`config.mk`:
```
export PLATFORM = sky130hd
export DESIGN_NAME = mem_initiator_flat
export DESIGN_NICKNAME = d
export VERILOG_FILES = /design/src/rtl/mem_initiator_pkg.sv /design/src/rtl/mem_initiator_if.sv /design/src/rtl/mem_initiator_rsp_fifo.sv /design/src/rtl/mem_initiator.sv /design/src/flat_wrapper.sv
export SDC_FILE = /design/constraint.sdc
export NUM_CORES = 1
export LEC_CHECK = 0
export CELL_PAD_IN_SITES_DETAIL_PLACEMENT = 0
export CELL_PAD_IN_SITES_GLOBAL_PLACEMENT = 1
export CORE_ASPECT_RATIO = 1.75
export CORE_MARGIN = 3
export CORE_UTILIZATION = 33
export DETAILED_ROUTE_END_ITERATION = 8
export PLACE_DENSITY_LB_ADDON = 0.2
export SLEW_MARGIN = 40
export SYNTH_ARGS = -nofsm -noshare
export SYNTH_HDL_FRONTEND = slang
export SYNTH_SLANG_ARGS = --single-unit
```
`constraint.sdc`:
```
create_clock -name clk -period 8.65 [get_ports clk]
set_input_delay 1.73 -clock clk [delete_from_list [all_inputs] [get_ports clk]]
set_output_delay 1.73 -clock clk [all_outputs]
set_load 0.01 [all_outputs]
```
`src/rtl/mem_initiator_pkg.sv`:
```
// mem_init_pkg: shared types and constants for the mem_initiator slice.
//   state_t   : initiator FSM states
//   OP_READ / OP_WRITE : command opcode, same encoding as the target's rd_wr
//   RSP_DEPTH : read response buffer depth
package mem_init_pkg;

  typedef enum logic [1:0] {
    IDLE     = 2'd0,
    WR       = 2'd1,
    RD       = 2'd2,
    RD_DRAIN = 2'd3
  } state_t;

  localparam logic OP_READ  = 1'b1;
  localparam logic OP_WRITE = 1'b0;

  localparam int unsigned RSP_DEPTH = 2;

endpackage

```
`src/rtl/mem_initiator_if.sv`:
```
// mem_initiator_if: bus between the initiator and the 8-bit single-port
// memory target.
//   rd_wr       : 1 = read, 0 = write
//   rd_wr_valid : beat strobe
//   addr        : beat address
//   wr_data     : write data
//   rd_data     : read data, valid in the cycle after a read beat, else 0
// Modports: master (initiator side), slave (target side).
interface mem_initiator_if #(
  parameter int unsigned ADDR_W = 8,
  parameter int unsigned DATA_W = 8
);

  logic              rd_wr;
  logic              rd_wr_valid;
  logic [ADDR_W-1:0] addr;
  logic [DATA_W-1:0] wr_data;
  logic [DATA_W-1:0] rd_data;

  modport master (
    output rd_wr,
    output rd_wr_valid,
    output addr,
    output wr_data,
    input  rd_data
  );

  modport slave (
    input  rd_wr,
    input  rd_wr_valid,
    input  addr,
    input  wr_data,
    output rd_data
  );

endinterface

```
`src/rtl/mem_initiator_rsp_fifo.sv`:
```
// mem_init_rsp_fifo: 2-entry synchronous FIFO holding read response beats.
//   clk, reset_n : clock, asynchronous active-low reset (flushes contents)
//   push, push_data : enqueue a beat
//   pop          : dequeue the head beat (ignored when empty)
//   count        : number of stored beats (0..2)
//   head         : oldest stored beat
module mem_init_rsp_fifo
  import mem_init_pkg::*;
#(
  parameter int unsigned DATA_W = 8
) (
  input  logic              clk,
  input  logic              reset_n,
  input  logic              push,
  input  logic [DATA_W-1:0] push_data,
  input  logic              pop,
  output logic [1:0]        count,
  output logic [DATA_W-1:0] head
);

  logic [DATA_W-1:0] slot_q [RSP_DEPTH];
  logic              wr_idx_q;
  logic              rd_idx_q;
  logic [1:0]        count_q;
  logic              do_push;
  logic              do_pop;

  assign do_pop  = pop && (count_q != 2'd0);
  assign do_push = push && ((count_q != 2'(RSP_DEPTH)) || do_pop);

  always_ff @(posedge clk or negedge reset_n) begin
    if (!reset_n) begin
      for (int unsigned i = 0; i < RSP_DEPTH; i++) begin
        slot_q[i] <= '0;
      end
      wr_idx_q <= 1'b0;
      rd_idx_q <= 1'b0;
      count_q  <= '0;
    end else begin
      if (do_push) begin
        slot_q[wr_idx_q] <= push_data;
        wr_idx_q         <= ~wr_idx_q;
      end
      if (do_pop) begin
        rd_idx_q <= ~rd_idx_q;
      end
      case ({do_push, do_pop})
        2'b10:   count_q <= count_q + 2'd1;
        2'b01:   count_q <= count_q - 2'd1;
        default: count_q <= count_q;
      endcase
    end
  end

  assign count = count_q;
  assign head  = slot_q[rd_idx_q];

endmodule

```
`src/rtl/mem_initiator.sv`:
```
// mem_initiator: burst initiator for the single-port memory target.
//   clk, reset_n   : clock, asynchronous active-low reset
//   req_*          : host burst command (valid/ready), op 1 = read, 0 = write,
//                    len = beats minus one
//   wdata_*        : host write-data stream (valid/ready)
//   rsp_*          : read-data stream to host via a 2-entry buffer
//   done / err     : one-cycle completion pulse / rejected-burst pulse
//   mem            : target bus (mem_initiator_if master)
// Build option: MEM_INIT_WRAP_EN - when defined, bursts wrap the address
// pointer at the top of memory; otherwise such bursts are rejected with err.
module mem_initiator
  import mem_init_pkg::*;
#(
  parameter int unsigned ADDR_W = 8,
  parameter int unsigned DATA_W = 8
) (
  input  logic              clk,
  input  logic              reset_n,
  input  logic              req_valid,
  output logic              req_ready,
  input  logic              req_op,
  input  logic [ADDR_W-1:0] req_addr,
  input  logic [ADDR_W-1:0] req_len,
  input  logic              wdata_valid,
  output logic              wdata_ready,
  input  logic [DATA_W-1:0] wdata,
  output logic              rsp_valid,
  input  logic              rsp_ready,
  output logic [DATA_W-1:0] rsp_data,
  output logic              done,
  output logic              err,
  mem_initiator_if.master   mem
);

  state_t            state_q, state_d;
  logic [ADDR_W-1:0] ptr_q, ptr_d;
  logic [ADDR_W:0]   rem_q, rem_d;
  logic              inflight_q;
  logic              done_q, done_d;
  logic              err_q, err_d;

  logic              issue;
  logic              pop;
  logic              reject;
  logic              last_beat;
  logic [1:0]        buf_count;
  logic [DATA_W-1:0] buf_head;
  logic [2:0]        occupancy;
  logic              bus_rd_wr;
  logic [DATA_W-1:0] bus_wr_data;

`ifdef MEM_INIT_WRAP_EN
  assign reject = 1'b0;
`else
  logic [ADDR_W:0] end_addr;
  assign end_addr = {1'b0, req_addr} + {1'b0, req_len};
  assign reject   = end_addr[ADDR_W];
`endif

  assign rsp_valid = (buf_count != 2'd0);
  assign pop       = rsp_valid && rsp_ready;
  assign last_beat = (rem_q == (ADDR_W+1)'(1));
  // Buffered beats plus the one still on the bus, after this cycle's pop;
  // keeping this below 2 means the buffer always has room for rd_data.
  assign occupancy = {1'b0, buf_count} + {2'b00, inflight_q} - {2'b00, pop};

  always_comb begin
    state_d     = state_q;
    ptr_d       = ptr_q;
    rem_d       = rem_q;
    done_d      = 1'b0;
    err_d       = 1'b0;
    issue       = 1'b0;
    req_ready   = 1'b0;
    wdata_ready = 1'b0;
    bus_rd_wr   = 1'b0;
    bus_wr_data = '0;
    case (state_q)
      IDLE: begin
        // Held off during the done cycle so a new command is taken only
        // once the previous completion has been signalled.
        req_ready = !done_q;
        if (req_valid && !done_q) begin
          ptr_d = req_addr;
          rem_d = {1'b0, req_len} + (ADDR_W+1)'(1);
          if (reject) begin
            done_d = 1'b1;
            err_d  = 1'b1;
          end else if (req_op == OP_READ) begin
            state_d = RD;
          end else begin
            state_d = WR;
          end
        end
      end
      WR: begin
        wdata_ready = 1'b1;
        issue       = wdata_valid;
        if (issue) begin
          bus_wr_data = wdata;
          ptr_d       = ptr_q + ADDR_W'(1);
          rem_d       = rem_q - (ADDR_W+1)'(1);
          if (last_beat) begin
            state_d = IDLE;
            done_d  = 1'b1;
          end
        end
      end
      RD: begin
        bus_rd_wr = 1'b1;
        issue     = (rem_q != '0) && (occupancy < 3'd2);
        if (issue) begin
          ptr_d = ptr_q + ADDR_W'(1);
          rem_d = rem_q - (ADDR_W+1)'(1);
          if (last_beat) begin
            state_d = RD_DRAIN;
          end
        end
      end
      RD_DRAIN: begin
        if (!inflight_q && ((buf_count == 2'd0) || ((buf_count == 2'd1) && pop))) begin
          state_d = IDLE;
          done_d  = 1'b1;
        end
      end
      default: state_d = IDLE;
    endcase
  end

  always_ff @(posedge clk or negedge reset_n) begin
    if (!reset_n) begin
      state_q    <= IDLE;
      ptr_q      <= '0;
      rem_q      <= '0;
      inflight_q <= 1'b0;
      done_q     <= 1'b0;
      err_q      <= 1'b0;
    end else begin
      state_q    <= state_d;
      ptr_q      <= ptr_d;
      rem_q      <= rem_d;
      inflight_q <= issue && (state_q == RD);
      done_q     <= done_d;
      err_q      <= err_d;
    end
  end

  mem_init_rsp_fifo #(
    .DATA_W (DATA_W)
  ) u_rsp_fifo (
    .clk       (clk),
    .reset_n   (reset_n),
    .push      (inflight_q),
    .push_data (mem.rd_data),
    .pop       (pop),
    .count     (buf_count),
    .head      (buf_head)
  );

  assign rsp_data        = rsp_valid ? buf_head : '0;
  assign done            = done_q;
  assign err             = err_q;
  assign mem.rd_wr       = bus_rd_wr;
  assign mem.rd_wr_valid = issue;
  assign mem.addr        = ptr_q;
  assign mem.wr_data     = bus_wr_data;

endmodule
```
`src/flat_wrapper.sv`:
```
// flat-port wrapper written by rule: the top's interface ports become plain ports
module mem_initiator_flat import mem_init_pkg::*;
#(
  parameter int unsigned ADDR_W = 8,
  parameter int unsigned DATA_W = 8
)
  (clk, reset_n, req_valid, req_ready, req_op, req_addr, req_len, wdata_valid, wdata_ready, wdata, rsp_valid, rsp_ready, rsp_data, done, err, mem_rd_wr, mem_rd_wr_valid, mem_addr, mem_wr_data, mem_rd_data);
  mem_initiator_if #(.ADDR_W(ADDR_W), .DATA_W(DATA_W)) mem_i ();
  input  logic clk;
  input  logic reset_n;
  input  logic req_valid;
  output logic req_ready;
  input  logic req_op;
  input  logic [ADDR_W-1:0] req_addr;
  input  logic [ADDR_W-1:0] req_len;
  input  logic wdata_valid;
  output logic wdata_ready;
  input  logic [DATA_W-1:0] wdata;
  output logic rsp_valid;
  input  logic rsp_ready;
  output logic [DATA_W-1:0] rsp_data;
  output logic done;
  output logic err;
  output wire logic [$bits(mem_i.rd_wr)-1:0] mem_rd_wr;
  output wire logic [$bits(mem_i.rd_wr_valid)-1:0] mem_rd_wr_valid;
  output wire logic [$bits(mem_i.addr)-1:0] mem_addr;
  output wire logic [$bits(mem_i.wr_data)-1:0] mem_wr_data;
  input wire logic [$bits(mem_i.rd_data)-1:0] mem_rd_data;
  assign mem_rd_wr = mem_i.rd_wr;
  assign mem_rd_wr_valid = mem_i.rd_wr_valid;
  assign mem_addr = mem_i.addr;
  assign mem_wr_data = mem_i.wr_data;
  assign mem_i.rd_data = mem_rd_data;
  mem_initiator #(.ADDR_W(ADDR_W), .DATA_W(DATA_W)) u_core (.clk(clk), .reset_n(reset_n), .req_valid(req_valid), .req_ready(req_ready), .req_op(req_op), .req_addr(req_addr), .req_len(req_len), .wdata_valid(wdata_valid), .wdata_ready(wdata_ready), .wdata(wdata), .rsp_valid(rsp_valid), .rsp_ready(rsp_ready), .rsp_data(rsp_data), .done(done), .err(err), .mem(mem_i));
endmodule
```
-- Word level (Yosys, flattened, before mapping)
Cells that the tools add are included.
- logic and storage cells: 101
- register bits: 42
- output and inout bits: 31
- magnitude comparators: 4
- add/subtract/negate cells: 8
- bitwise gates (word level): 4
- equal/unequal tests: 15
- reductions and logical operators: 21
- multiplexer cells: 38
- operators with widths (operator ; count):
    $mux 8 ; 10
    $mux 9 ; 3
    $pmux 9 s3 ; 1
    $pmux 8 s3 ; 1
    $bwmux 16 ; 1
    $mux 2 ; 8
    $ne 2x1->1 const B ; 5
    $add 8x1->9 const B ; 1
    $add 8x8->9 ; 1
    $eq 9x1->1 const B ; 1
    $logic_and 1x1->1 ; 9
    $mux 1 ; 9
    $reduce_bool 9->1 ; 1
    $sub 9x1->9 const B ; 1
    $add 8x1->8 const B ; 1
    $demux 8 s1 ; 1
    $pmux 2 s4 ; 1
    $reduce_and 7->1 ; 1
    $eq 2x1->1 const B ; 3
    $eq 2x2->1 const B ; 3
    $ne 2x2->1 const B ; 3
    $ge 2x2->1 const B ; 2
    $logic_not 2->1 ; 2
    $not 1->2 ; 2
    15 further kinds ; 19

-- Logic depth before layout (Yosys ltp)
Gate-level depths: netlist of the first run.
- depth after elaboration: 7
- depth in mapped cells: 14
- mapped depth without buffers: 12

-- Hierarchy
Synthesis of the first run repeated with hierarchy kept, for this count alone.
- cell total of the unflattened synthesis: 282
- area, all modules: 2819.0 um2
- by module, submodules not included (module ; area each (um2) ; times used ; seq. area each (um2) ; cells each):
    mem_initiator ; 1929.4 ; 1 ; 550.5 ; 224
    mem_init_rsp_fifo ; 889.6 ; 1 ; 500.5 ; 58

-- Worst setup path after synthesis of the first run
No wires, ideal clock.
- path type: input -> output
- start point: in rsp_ready
- end point: out mem_rd_wr_valid
- arrival time: 3515 ps
- cell stages on the path: 9
- buffers on the path: 0
- data required time: 6920 ps
- slack: 3405 ps
- path through: nand2b_1 inv_1 ha_1 nand2b_1 fa_1 xor2_1 a311o_2 o21ai_0 and2_1
- longest elaborated chain between the ends: 5
- RTL lines (item ; RTL line ; source):
    start: declaration ; flat_wrapper.sv:20 ; input logic rsp_ready;
    $logic_and 1x1->1 ; mem_initiator.sv:61 ; assign pop = rsp_valid && rsp_ready;
    $sub 3x1->3 ; mem_initiator.sv:65 ; assign occupancy = {1'b0, buf_count} + {2'b00, inflight_q} - {2'b00, pop};
    $lt 3x2->1 ; mem_initiator.sv:111 ; issue = (rem_q != '0) && (occupancy < 3'd2);
    $logic_and 1x1->1 ; mem_initiator.sv:111 ;
    $pmux 1 s2 ; mem_initiator.sv:78 ; case (state_q)
    end: declaration ; flat_wrapper.sv:25 ; output wire logic [$bits(mem_i.rd_wr_valid)-1:0] mem_rd_wr_valid;
No other way between the ends.

-- Worst setup path in the final report of the first run
Ends and elaborated chain as after synthesis.

==> metrics.md, run 1 <==
| Metric | Value |
|---|---|
| Pre-Repair DR Iteration Count | 4 |
| Number of global-route vias before repair | ~2.4k |
| Most common cell in the netlist | dfrtp_1 |
| Number of port buffers | ~70 |
| Synth-to-layout area growth | 31.9% |
| Tmin final | approximately 6.3 ns |
| Fin. Hold Viols | 0 |
| ANT cells | 0 |
| Post-CTS Resized | 0 |
| Final setup skew | 0.00686 ns |
| Via count | between 2k and 2.5k |
| Most instantiated cells after synthesis | dfrtp_1, nand2_1, ha_1, o21ai_0, mux2_2 |
| Worst vdd ir | about 0.28 mV |
| Worst setup EP type | output port |
| CTS tree | done |
| Relative slew slack | 0.525 |
| Critical-path cell list | clkdlybuf4s50_1 > nand2b_1 > inv_1 > ha_1 > nand2b_1 > fa_1 > xor2_1 > a311o_2 > o21ai_0 > and2_1 > clkdlybuf4s50_1 |
| Yosys cell types | 44 |
| DIE AREA | between 9000 and 10000 um^2 |
| RSZ-0062 raised after global routing | false |
| HPWL after detailed placement | slightly above 5000 um |
| Clock-pin slew on the worst setup and hold paths | roughly 0.060 ns |
| Site Rows | between 40 and 50 |
| Hold buffers post-CTS | 0 |
| Synth area leaders | dfrtp_1, ha_1, mux2_2 |
| Initial core utilization | 0.344 |
| Syn Std Cell Area | around 2800 um^2 |
| Post-synth EDFFs | 0 |
| Fin crit share | 0.728 |
| Global route overflow | 0 |
| Final wirelength | around 6700 um |
| Routed WL per cell | roughly 15 um |
| Core Area | around 8100 um^2 |
| Pins Over Slew Limit | 0 |
| Clk buf depth | 2 |
| Max FO, Critical Path | 5 |
| First DRT Iteration DRCs | between 60 and 70 |
| Die Y | around 130 um |
| Mapped Cells | 288 |
| CTS buffer count | 5 |
| Setup Viol. Count Final | 0 |
| Kind of start point of the critical path | input port |
| Slowest cell on crit path | clkdlybuf4s50_1 |
| Total GRT Usage | 0.146 |
| H-tree Lvls | 2 |
| Post-Syn Nets | 349 |
| Tot Pwr | around 1.4 mW |
| Setup WS post-layout | roughly 2.4 ns |
| Number of routed nets with antenna violations | 0 |
| Postcts setup bufs | 0 |
| Syn Area/Cell | 9.63 um^2 |
| HP Class | register to register |
| Ys Warns | 0 |
| Synth top area share | 0.379 |
| Pre-CTS setup slack | roughly 2.3 ns |
| Worst-Skew Late Latency | 0.29 ns |
| Final setup TNS | 0 ns |
| Nets | slightly above 400 |
| I/O Pins | between 60 and 70 |
| WHS | slightly below 0.5 ns |
| Seq/Total Area, Yosys | 0.379 |
| Antenna violations before repair | 0 |
| # Max-Cap Violations | 0 |
| Synth area leader | dfrtp_1 |
| Die Width | ~75 um |
| Largest net degree at the start of global routing | between 40 and 50 |
| Data arrival time of the worst path | roughly 4.6 ns |
| # DRC | 0 |
| Pwr dens | 371 nW/um^2 |
| GP Congestion | about 0.77 |
| Fmax | around 160 MHz |
| Dominant synthesized flop cell | dfrtp_1 |
| Worst-Margin Slew | between 0.7 and 0.8 ns |
| Wire length of the first global-routing pass | about 11000 um |
| Share of cells above drive strength 1 | 0.105 |
| CP Class | input port to output port |
| CTS root buf | clkbuf_16 |
| Leakage power | ~1.6 nW |
| Final Util | 0.453 |
| Status | completed |
| Reg2reg setup slack | a little under 5 ns |
| Fraction of registers with async set/reset | 1.00 |
| #FFs+latches synth | 42 |
| Worst EP required | 6.92 ns |
| CTS sink cnt | 42 |
| Vias per std cell | approximately 5.2 |
| Crit-path max cell delay | ~0.55 ns |
-- final timing paths --
check | startpoint | to | cells after the start
worst max-delay path | rsp_ready | mem_rd_wr_valid | 11
worst min-delay path | u_core.u_rsp_fifo.wr_idx_q$_DFFE_PN0P_ | u_core.u_rsp_fifo.wr_idx_q$_DFFE_PN0P_ | 1
worst max register to register | u_core.u_rsp_fifo.count[1]$_DFFE_PN0P_ | u_core.rem_q[4]$_DFFE_PN0P_ | 12
worst min register to register | u_core.u_rsp_fifo.wr_idx_q$_DFFE_PN0P_ | u_core.u_rsp_fifo.wr_idx_q$_DFFE_PN0P_ | 1
max in group asynchronous | reset_n | u_core.rem_q[6]$_DFFE_PN0P_ | 1
min in group asynchronous | reset_n | u_core.u_rsp_fifo.slot_q[4]$_DFFE_PN0P_ | 1
-- cell families (layout without fill, tap and decap cells) --
group                    Yosys count  in the layout  share of synthesized area
AO/OA/AOI/OAI                     59             59                      0.142
XOR/XNOR                          11             11                     0.0347
adder cells (fa/ha/maj)           23             23                      0.106
buffers and inverters             28             93                     0.0465
flip-flops                        42             42                      0.379
multiplexers                      29             29                      0.113
AND/OR/NAND/NOR                   96             96                      0.179
-- report_power, final --
part	leakage (nW)	switching, mW	internal (mW)	total, mW
combinational	1.01	0.381	0.394	0.775
clock	0.0739	0.0741	0.114	0.189
sequential	0.509	0.0953	0.298	0.394
-- critical path, delay by kind of cell --
kind            cells  cell delay (ns)
compound gates      2             0.57
xor+xnor            1             0.15
fa+ha+maj           2             0.65
buf+inv             3             1.05
simple gates        3             0.42
-- metrics by stage --
| step | area [um^2] | cells |
|---|---|---|
| 2_1_floorplan | 2770 | 288 |
| 3_3_place_gp | 3500 | 435 |
| 3_5_place_dp | 3510 | 435 |
| 4_1_cts | 3660 | 443 |
| 5_1_grt | 3660 | 443 |
| 6_report | 3660 | 443 |
-- routing by layer --
| metal | part of all wire | GRT usage |
|---|---|---|
| met1 | 0.39 | 0.159 |
| met2 | 0.56 | 0.272 |
| met3 | 0.034 | 0.0268 |
| met4 | 0.017 | 0.0463 |
| met5 | 0 | 0 |
-- sequential cells by signal, summed over array words and instances, names as in the netlist --
name / cells
u_core.rem_q: 9
u_core.mem.addr: 8
u_core.u_rsp_fifo.slot_q: 16
u_core.err: 1
u_core.done: 1
u_core.inflight_q: 1
u_core.u_rsp_fifo.rd_idx_q: 1
u_core.state_q: 2
u_core.u_rsp_fifo.count: 2
u_core.u_rsp_fifo.wr_idx_q: 1
-- final cells by class --
cell class                 instances  area (um^2)
fill                             813         4410
multi-input combinational        218         1600
sequential                        42         1050
timing repair buffer              69          686
clock buffer                       7          143
tap                               90          113
inverter                          16         60.1
clock inverter                     1         5.00
-- layout by cell type (no fill, tap or decap), types with 2 or more instances in the layout --
cell,instances
o21ai_0,22
nand2_1,28
xor2_1,6
o22ai_1,3
nor2_1,17
a211o_1,6
nand3_1,14
dfrtp_1,42
a21oi_2,3
nor4b_1,4
buf_4,2
a211oi_1,2
o32ai_1,2
ha_1,22
mux2i_1,11
clkdlybuf4s50_1,67
or2_2,2
and3_1,9
mux2_2,18
nand4_1,3
clkbuf_16,5
a21oi_1,8
inv_1,16
xnor2_1,5
nor3_1,3
nand2b_1,8
a22o_1,2
a2bb2oi_1,3
No activity file was read; power rests on OpenSTA's default activity.
==> run 2: changes to the inputs <==
==> constraint.sdc (replaced) <==
create_clock -name clk -period 5.1 [get_ports clk]
set_input_delay 1.02 -clock clk [delete_from_list [all_inputs] [get_ports clk]]
set_output_delay 1.02 -clock clk [all_outputs]
set_load 0.01 [all_outputs]
==> run 2 against run 1 <==
Against the previous run: worst hold slack improved by 0.0035 ns; sequential power increased by 70%; clock power increased by 130%; setup slack got worse by 2.1 ns; critical path type unchanged; largest power group unchanged.
==> metrics.md, run 2 (synthesized netlist as in run 1, its figures left out) <==
| Metric | Value |
|---|---|
| Relative slew slack | 0.471 |
| Commonest non-fill, non-tap cells in the layout | clkdlybuf4s50_1, dfrtp_1, nand2_1, o21ai_0, ha_1 |
| Critical-path cell list | clkdlybuf4s50_1 > nand2b_1 > inv_1 > ha_1 > nand2b_1 > fa_1 > xor2_1 > a311o_2 > o21ai_0 > and2_1 > clkdlybuf4s50_1 |
| FF-to-FF Start | u_core.u_rsp_fifo.count[1]$_DFFE_PN0P_ |
| FF/Latch Area | ~1100 um^2 |
| Leakage power | approximately 1.6 nW |
| CP Class | input port to output port |
| CTS sink cnt | between 40 and 50 |
| Final setup TNS | 0 ns |
| Crit. Startpoint | rsp_ready |
| Tmin final | between 4 and 5 ns |
| Slowest cell on crit path | clkdlybuf4s50_1 |
| Via count | around 2.3k |
| Site Rows | 43 |
| Largest net degree at the start of global routing | between 40 and 50 |
| Met1 Track Usage GR | 0.160 |
| Final setup skew | just over 0.005 ns |
| WP buf/inv | 3 |
| Number of global-route vias before repair | approximately 2.4k |
| HP Class | register to register |
| Pins Over Slew Limit | 0 |
| Min-delay src | u_core.u_rsp_fifo.wr_idx_q$_DFFE_PN0P_ |
| Wire length of the first global-routing pass | roughly 11000 um |
| Worst vdd ir | 0.404 mV |
| ANT cells | 0 |
| GR peak layer | met2 |
| Worst-Margin Slew | 0.791 ns |
| Die Width | between 70 and 80 um |
| GP Congestion | between 0.7 and 0.8 |
| First DRT Iteration DRCs | 56 |
| Worst EP required | just over 4 ns |
| Number of port buffers | 68 |
| # Max-Cap Violations | 0 |
| Status | completed |
| Post-CTS Resized | 0 |
| DIE AREA | 9590 um^2 |
| Max reg flops | 16 |
| Routed WL per cell | about 15 um |
| Nets | ~410 |
| Crit-path max cell delay | about 0.54 ns |
| Global route overflow | 0 |
| Hold buffers post-CTS | 0 |
| Antenna violations before repair | 0 |
| Most common cell after layout, fill and taps aside | clkdlybuf4s50_1 |
| Clock-pin slew on the worst setup and hold paths | 0.06 ns |
| Met2 usage | 0.286 |
| Share of cells above drive strength 1 | 0.110 |
| Initial core utilization | 0.344 |
| Fin. Hold Viols | 0 |
| Core Area | roughly 8100 um^2 |
| Largest Register | u_core.u_rsp_fifo.slot_q |
| Clk buf depth | 2 |
| Placed cell area | approximately 3500 um^2 |
| Reg2reg setup slack | between 1 and 1.5 ns |
| CTS buffer count | 5 |
| HPWL after detailed placement | around 5000 um |
| GR Util met3 | 0.0276 |
| Final wirelength | between 6000 and 7000 um |
| Die Y | ~130 um |
| Final cell area excluding filler cells | between 3000 and 4000 um^2 |
| Setup Viol. Count Final | 0 |
| Postcts setup bufs | 0 |
| Fin crit share | 0.958 |
| Worst setup EP type | output port |
| Data arrival time of the worst path | 3.86 ns |
| WHS | 0.499 ns |
| RSZ-0062 raised after global routing | false |
| Vias per std cell | 5.22 |
| Max FO, Critical Path | 5 |
| Worst-Skew Late Latency | roughly 0.29 ns |
| I/O Pins | 69 |
| Delay-heaviest family, CP | buffers and inverters |
| Pwr dens | 652 nW/um^2 |
| Area of the multi-input gates | 1600 um^2 |
| Synth-to-layout area growth | 33.8% |
| # DRC | 0 |
| Fmax | between 200 and 250 MHz |
| Fill cell count | 795 |
| Total GRT Usage | 0.151 |
| H-tree Lvls | 2 |
| CTS root buf | clkbuf_16 |
| Pre-Repair DR Iteration Count | 4 |
| Kind of start point of the critical path | input port |
| Number of routed nets with antenna violations | 0 |
| CTS tree | done |
==> run 2: changes by cell type in the layout (fill, tap and decap cells not counted) <==
cell	delta
clkbuf_1	-1
a211oi_4	-1
a211oi_2	+1
buf_4	+1
clkinv_2	-1
bufinv_16	+2
==> run 2: cell type report <==
cell class	instances	area share
inverter	16	0.0162
timing repair buffer	70	0.187
multi-input combinational	218	0.430
clock inverter	2	0.0162
tap	90	0.0303
sequential	42	0.283
clock buffer	6	0.0374
==> run 2: metrics by stage <==
step | power [mW] | utilization | cells | worst slack [ns]
after floorplan | 1.58 | - | 288 | 1.28
after global placement | 1.99 | 0.435 | 436 | 0.259
after detailed placement | 2.01 | 0.435 | 436 | 0.223
after CTS | 2.46 | 0.460 | 444 | 0.196
after global routing | 2.64 | 0.460 | 444 | 0.0904
final | 2.42 | 0.460 | 444 | 0.215
==> run 2: final timing paths <==
path | end | cells after the start
max | mem_rd_wr_valid | 11
min | u_core.u_rsp_fifo.wr_idx_q$_DFFE_PN0P_ | 1
max reg2reg | u_core.mem.addr[2]$_DFFE_PN0P_ | 12
min reg2reg | u_core.u_rsp_fifo.wr_idx_q$_DFFE_PN0P_ | 1
max in group asynchronous | u_core.u_rsp_fifo.slot_q[15]$_DFFE_PN0P_ | 1
min in group asynchronous | u_core.u_rsp_fifo.wr_idx_q$_DFFE_PN0P_ | 1
==> run 2: power by group <==
part           switching (mW)  internal [mW]
logic                   0.646          0.672
clock network           0.136          0.294
registers               0.164          0.506
==> run 2: layer usage <==
metal / vias to the layer above / part of all wire
li1: 1160 / -
met1: 1110 / 0.40
met2: 42 / 0.55
met3: 6 / 0.031
met4: 0 / 0.014
met5: - / 0
==> run 3: changes to the inputs <==
--- a/config.mk
+++ b/config.mk
@@ -11,6 +11,7 @@
 export CORE_MARGIN = 3
 export CORE_UTILIZATION = 33
 export DETAILED_ROUTE_END_ITERATION = 8
+export GPL_ROUTABILITY_DRIVEN = 1
 export PLACE_DENSITY_LB_ADDON = 0.2
 export SLEW_MARGIN = 40
 export SYNTH_ARGS = -nofsm -noshare
==> results of run 3 <==
Final layout, timing and power as in run 2 (identical DEF).
